$ cat src/rtl/tile_vga_renderer.sv
// One 2048 board tile: background fill plus centred decimal value 2^state, converted by a shift-add-3 BCD engine.
// Optional pop animation border is compiled in with `define TILE_POP_EN.
module tile_vga_renderer #(
  parameter logic [11:0] TILE_X     = 12'd0,
  parameter logic [11:0] TILE_Y     = 12'd0,
  parameter logic [11:0] TILE_SIZE  = 12'd106,
  parameter int          EXP_W      = 4,
  parameter int          POP_FRAMES = 4
) (
  input  logic             clk,
  input  logic             rst,
  input  logic [EXP_W-1:0] state,
  input  logic [11:0]      h_cnt,
  input  logic [11:0]      v_cnt,
  input  logic [15:0]      font_row,
  output logic [3:0]       font_number,
  output logic [4:0]       font_line,
  output logic [11:0]      vga_data,
  output logic             in_tile,
  output logic             busy
);

  // state      | meaning
  // IDLE       | committed value matches state input
  // LOAD       | bin = 1<<snap, BCD cleared
  // SHIFT      | 16 shift-add-3 iterations
  // WAIT_FRAME | result held until the next frame start, then committed
  typedef enum logic [1:0] {IDLE, LOAD, SHIFT, WAIT_FRAME} fsm_t;
  fsm_t fsm, fsm_next;

  logic [EXP_W-1:0] snap, c_state;
  logic [EXP_W+3:0] snap_ext, c_ext;
  logic [3:0]       snap_sat, c_sat;
  logic [15:0]      bin;
  logic [19:0]      bcd, bcd_adj, c_bcd;
  logic [2:0]       c_n, n_calc;
  logic [3:0]       cnt;
  logic             frame_start;

  assign frame_start = (h_cnt == 12'd0) && (v_cnt == 12'd0);
  assign snap_ext    = {4'b0, snap};
  assign c_ext       = {4'b0, c_state};
  assign snap_sat    = (snap_ext > (EXP_W+4)'(15)) ? 4'hF : snap_ext[3:0];
  assign c_sat       = (c_ext > (EXP_W+4)'(15)) ? 4'hF : c_ext[3:0];

  always_comb begin
    fsm_next = fsm;
    busy     = 1'b1;
    unique case (fsm)
      IDLE: begin
        busy = 1'b0;
        if (state != c_state) fsm_next = LOAD;
      end
      LOAD:       fsm_next = SHIFT;
      SHIFT:      if (cnt == 4'd0) fsm_next = WAIT_FRAME;
      WAIT_FRAME: if (frame_start) fsm_next = IDLE;
      default:    fsm_next = IDLE;
    endcase
  end

  always_ff @(posedge clk or posedge rst) begin
    if (rst) fsm <= IDLE;
    else     fsm <= fsm_next;
  end

  always_comb begin
    bcd_adj = '0;
    for (int i = 0; i < 5; i++)
      bcd_adj[4*i +: 4] = (bcd[4*i +: 4] >= 4'd5) ? bcd[4*i +: 4] + 4'd3 : bcd[4*i +: 4];
  end

  always_comb begin
    if      (bcd[19:16] != 4'd0) n_calc = 3'd5;
    else if (bcd[15:12] != 4'd0) n_calc = 3'd4;
    else if (bcd[11:8]  != 4'd0) n_calc = 3'd3;
    else if (bcd[7:4]   != 4'd0) n_calc = 3'd2;
    else if (bcd[3:0]   != 4'd0) n_calc = 3'd1;
    else                         n_calc = 3'd0;
  end

  always_ff @(posedge clk or posedge rst) begin
    if (rst) begin
      snap    <= '0;
      c_state <= '0;
      bin     <= '0;
      bcd     <= '0;
      c_bcd   <= '0;
      c_n     <= '0;
      cnt     <= '0;
    end else begin
      unique case (fsm)
        IDLE: if (state != c_state) snap <= state;
        LOAD: begin
          bin <= (snap == '0) ? 16'd0 : (16'd1 << snap_sat);
          bcd <= '0;
          cnt <= 4'd15;
        end
        SHIFT: begin
          bcd <= {bcd_adj[18:0], bin[15]};
          bin <= {bin[14:0], 1'b0};
          cnt <= cnt - 4'd1;
        end
        WAIT_FRAME: if (frame_start) begin
          c_bcd   <= bcd;
          c_n     <= n_calc;
          c_state <= snap;
        end
        default: ;
      endcase
    end
  end

  logic [11:0] lx, ly, text_w, x0, y0, tx, ty;
  logic        in_tile_c, in_text_c, border_c;
  logic [2:0]  dig_idx;
  logic [3:0]  dig;

  assign lx        = h_cnt - TILE_X;
  assign ly        = v_cnt - TILE_Y;
  assign in_tile_c = (lx < TILE_SIZE) && (ly < TILE_SIZE);
  assign text_w    = {5'b0, c_n, 4'b0};
  assign x0        = (TILE_SIZE - text_w) >> 1;
  assign y0        = (TILE_SIZE - 12'd32) >> 1;
  assign tx        = lx - x0;
  assign ty        = ly - y0;
  assign in_text_c = (lx >= x0) && (tx < text_w) && (ly >= y0) && (ty < 12'd32);
  // Digit 0 on screen is the most significant of the c_n valid nibbles.
  assign dig_idx   = c_n - 3'd1 - tx[6:4];

  always_comb begin
    dig = 4'hF;
    case (dig_idx)
      3'd0: dig = c_bcd[3:0];
      3'd1: dig = c_bcd[7:4];
      3'd2: dig = c_bcd[11:8];
      3'd3: dig = c_bcd[15:12];
      3'd4: dig = c_bcd[19:16];
      default: dig = 4'hF;
    endcase
  end

  assign font_number = in_text_c ? dig : 4'hF;
  assign font_line   = ty[4:0];

`ifdef TILE_POP_EN
  localparam int PW = $clog2(POP_FRAMES + 1);
  logic [PW-1:0] pop;
  logic [11:0]   pop2;

  assign pop2     = 12'(pop) << 1;
  assign border_c = (pop != '0) &&
                    ((lx < pop2) || (ly < pop2) ||
                     (lx >= TILE_SIZE - pop2) || (ly >= TILE_SIZE - pop2));

  always_ff @(posedge clk or posedge rst) begin
    if (rst)                                                   pop <= '0;
    else if (fsm == WAIT_FRAME && frame_start && snap != '0)   pop <= PW'(POP_FRAMES);
    else if (frame_start && pop != '0)                         pop <= pop - 1'b1;
  end
`else
  assign border_c = 1'b0;
`endif

  logic [11:0] bg, fg;
  always_comb begin
    case (c_sat)
      4'd0:    bg = 12'hCCB;
      4'd1:    bg = 12'hEED;
      4'd2:    bg = 12'hEEC;
      4'd3:    bg = 12'hFB7;
      4'd4:    bg = 12'hF96;
      4'd5:    bg = 12'hF75;
      4'd6:    bg = 12'hF53;
      4'd7:    bg = 12'hED7;
      4'd8:    bg = 12'hEC6;
      4'd9:    bg = 12'hEC5;
      4'd10:   bg = 12'hEC3;
      4'd11:   bg = 12'hEC2;
      default: bg = 12'h333;
    endcase
    fg = (c_sat == 4'd1 || c_sat == 4'd2) ? 12'h766 : 12'hFFF;
  end

  // Stage 1 runs alongside the font ROM read, stage 2 forms the pixel.
  logic       s1_tile, s1_text, s1_border;
  logic [3:0] s1_col;

  always_ff @(posedge clk or posedge rst) begin
    if (rst) begin
      s1_tile   <= 1'b0;
      s1_text   <= 1'b0;
      s1_border <= 1'b0;
      s1_col    <= '0;
      vga_data  <= '0;
      in_tile   <= 1'b0;
    end else begin
      s1_tile   <= in_tile_c;
      s1_text   <= in_text_c;
      s1_border <= border_c;
      s1_col    <= tx[3:0];
      in_tile   <= s1_tile;
      if (s1_text && font_row[4'd15 - s1_col]) vga_data <= fg;
      else if (s1_tile && s1_border)           vga_data <= 12'hBBA;
      else if (s1_tile)                        vga_data <= bg;
      else                                     vga_data <= 12'h000;
    end
  end

endmodule

$ cat config.mk
export PLATFORM = sky130hd
export DESIGN_NAME = tile_vga_renderer
export DESIGN_NICKNAME = d
export VERILOG_FILES = /design/src/rtl/tile_vga_renderer.sv
export SDC_FILE = /design/constraint.sdc
export NUM_CORES = 1
export LEC_CHECK = 0
export CORE_MARGIN = 1
export CORE_UTILIZATION = 51
export CTS_CLUSTER_SIZE = 24
export DETAILED_ROUTE_END_ITERATION = 8
export PLACE_DENSITY = 0.82
export SETUP_SLACK_MARGIN = 0.05
export SYNTH_ARGS = -nofsm -noshare
export SYNTH_HDL_FRONTEND = slang
export SYNTH_SLANG_ARGS = --single-unit
$ cat constraint.sdc
create_clock -name clk -period 3.2 [get_ports clk]
set_input_delay 0.48 -clock clk [delete_from_list [all_inputs] [get_ports clk]]
set_output_delay 0.48 -clock clk [all_outputs]
set_load 0.03 [all_outputs]
==> reports/qor.yml <==
status: "complete, but fails checks"
violations: "setup timing"
die-area_um2: 11200
die_height_um: 106
port_buffers: 68
rows: 37
place_area_um2: 6680
synth_edf_count: 0
multi_input_area_um2: 2980
core_um2: 10400
first_pass_iters: 8
antenna_found_initial: 0
ir_drop_uv: 412
synth_nets: 617
drtAntennaViolNets: 0
cts_buffers: 9
clockPowerShare: 0.224
fin_crit_sh: 1.30
maxSlewHeadroom: 0.424
design_area_um2: 6910
setup_viol: 5
clk_latency_ns: 0.38
cts_max_level: 3
tightest_slew_ns: 0.853
antenna_cells: 0
synth-seq-cells: 92
startpoint_type: "flip-flop"
drt-met1-wl_um: 5460
slew_viol_final: 0
synth_area_leader_cell: "dfrtp_1"
hold_viol_final: 0
grt.overflow.total: 0
drt_iter0_drc: 291
routedWlPerCell_um: 15.8
nNetsFinal: 733
synth_top_area_frac: 0.420
rsz0062_at_grt: "yes"
synth_warnings: 0
grt_pass1_vias: 4518
maxClockFrequency_mhz: 241
cts.path.max_buffers: 2
grt_pass1_wl_um: 21000
pwr_density_cell_nw_per_um2: 494
crit_end: "font_number[0]"
dp_hpwl_um: 9680
fin_crit_ns: 4.15
drc: 0
maxCapViolCount: 0
fin_total_pwr_mw: 3.41
skew_ns: 0.0172
post-place-ws_ns: -1.24
synthTopCellsByArea: "dfrtp_1 (42%), ha_1 (7.8%), mux2_2 (6.4%), a21oi_1 (2.7%), nand2_1 (2.7%)"
p_seq_frac: 0.418
ys_seq_area_frac: 0.420
cts-root-buf: "clkbuf_8"
hold_path.class: "input port to asynchronous set/reset pin"
synthTopCellsByCount: "dfrtp_1 (92), nand2_1 (40), nor2_1 (39), inv_1 (38), ha_1 (34)"
grt_use_total: 0.236
netSwitchingFraction: 0.379
postSynthCellCount: 536
p_leak_nw: 3.16
dr_total_vias: 4495
synthArstFlopShare: 1.00
worstPathArrival_ns: 3.67
register_area_um2: 2300
dr_wl_met2_um: 6350
routabilityCongestion: 0.879
reg2reg_to: "s1_text"
vias_per_cell: 5.67
wirelength_um: 12500
reg2regPathDepth: 14
crit_start: "c_n[0]"
synth_area_um2: 5480
synthFlopType: "dfrtp_1"
required_ns: 2.72
crit_fanout: 3
synth.avg_cell_area_um2: 10.2
drive_gt1_frac: 0.190
netSwitchingPower_mw: 1.29
p_comb_frac: 0.358
worstSetupPathType: "flip-flop to primary output"
num-fill-cells: 788
area_growth_pct: 26.2
grt_max_degree: 59
reg2reg_slack_ns: -0.05
r2r_start: "c_n[0]"
pin_count: 69
path_clk_slew_ns: 0.11
p_int_mw: 2.12
die_x_um: 106
fin_ws_ns: -0.953
yosysUniqueCellTypes: 71
start_util: 0.528
dp_cells: 775
cts_tree: "done"
final_cells: 793
routed.top_layer: "met4"
yosysMostFrequentCell: "dfrtp_1"
clock-sinks: 92
crit_path_end_kind: "primary output"
fin_util: 0.666
postCtsHoldBufs: 0
met3_length_um: 491
==> logic make-up after synthesis <==
family | Yosys count | synth area share
compound gates | 130 | 0.163
fa+ha+maj | 35 | 0.0814
mux | 43 | 0.102
buf+inv | 56 | 0.0423
simple gates | 156 | 0.152
xor+xnor | 24 | 0.0384
flops | 92 | 0.420
==> final cells by class <==
| class | count | area share |
|---|---|---|
| clock inverter | 7 | 0.00996 |
| timing repair buffer | 123 | 0.163 |
| clock buffer | 9 | 0.0179 |
| multi-input combinational | 388 | 0.431 |
| tap | 136 | 0.0246 |
| sequential | 92 | 0.333 |
| inverter | 38 | 0.0208 |
==> worst max-delay path: stages (launching register included) <==
cell      delay, ns
dfrtp_1        0.39
ha_2           0.20
xor2_2         0.15
ha_1           0.29
and4_1         0.21
a221oi_2       0.29
xnor2_1        0.17
ha_1           0.26
nor2b_1        0.13
nor3_1         0.17
o221ai_1       0.15
a31o_2         0.25
nor4_4         0.16
buf_4          0.16
nand4_1        0.12
buf_6          0.20
==> cell usage in the layout, fill, tap and decap left out, drive strengths merged, types with 7 or more instances in the layout <==
| master | instances |
|---|---|
| clkdlybuf4s50 | 64 |
| nand2b | 11 |
| o21a | 7 |
| buf | 59 |
| a221o | 13 |
| a21oi | 31 |
| nor2b | 21 |
| mux2 | 31 |
| inv | 40 |
| nand2 | 42 |
| nor2 | 40 |
| o21ai | 27 |
| ha | 34 |
| xor2 | 12 |
| dfrtp | 92 |
| o22ai | 15 |
| xnor2 | 12 |
| clkbuf | 9 |
==> power groups by stage <==
stage          combinational [mW]  clock [mW]  sequential, mW
2_1_floorplan               0.845           0            1.41
3_3_place_gp                 1.16           0            1.43
3_5_place_dp                 1.21           0            1.44
4_1_cts                      1.22       0.776            1.42
5_1_grt                      1.34       0.829            1.44
6_report                     1.22       0.766            1.43
==> flip-flops by register name, indices dropped and copies added (netlist names), 2 cells and up <==
register,flops
fsm,2
bin,16
c_state,4
c_bcd,20
vga_data,12
cnt,4
s1_col,4
snap,4
c_n,3
bcd,20
==> stage by stage <==
| stage | TNS, ns | hold WS (ns) |
|---|---|---|
| 3_5_place_dp | -4.65 | 0.468 |
| 3_3_place_gp | -3.92 | 0.471 |
| 2_1_floorplan | -1.88 | 0.442 |
| 6_report | -3.84 | 0.467 |
| 5_1_grt | -4.68 | 0.495 |
| 4_1_cts | -3.63 | 0.488 |
==> timing repair <==
item                                    CTS  global route
endpoints found under the setup margin    4             5
cloned                                    0             0
pin swaps                                 1             2
resized for setup                        16             1
buffers inserted                          1             1
==> metal layers <==
metal	vias to the layer above	track usage
li1	2169	-
met1	2190	0.303
met2	108	0.404
met3	28	0.0451
met4	0	0.0744
met5	-	0
==> worst min-delay path by stage <==
stage	to	slack [ns]	depth (start not counted)
3_3_place_gp	bcd[0]	0.47	2
3_5_place_dp	bcd[0]	0.47	2
6_report	vga_data[1]	0.47	2
2_1_floorplan	bcd[0]	0.44	2
4_1_cts	vga_data[1]	0.49	2
5_1_grt	vga_data[0]	0.49	2
(Power assumes the default switching activity.)
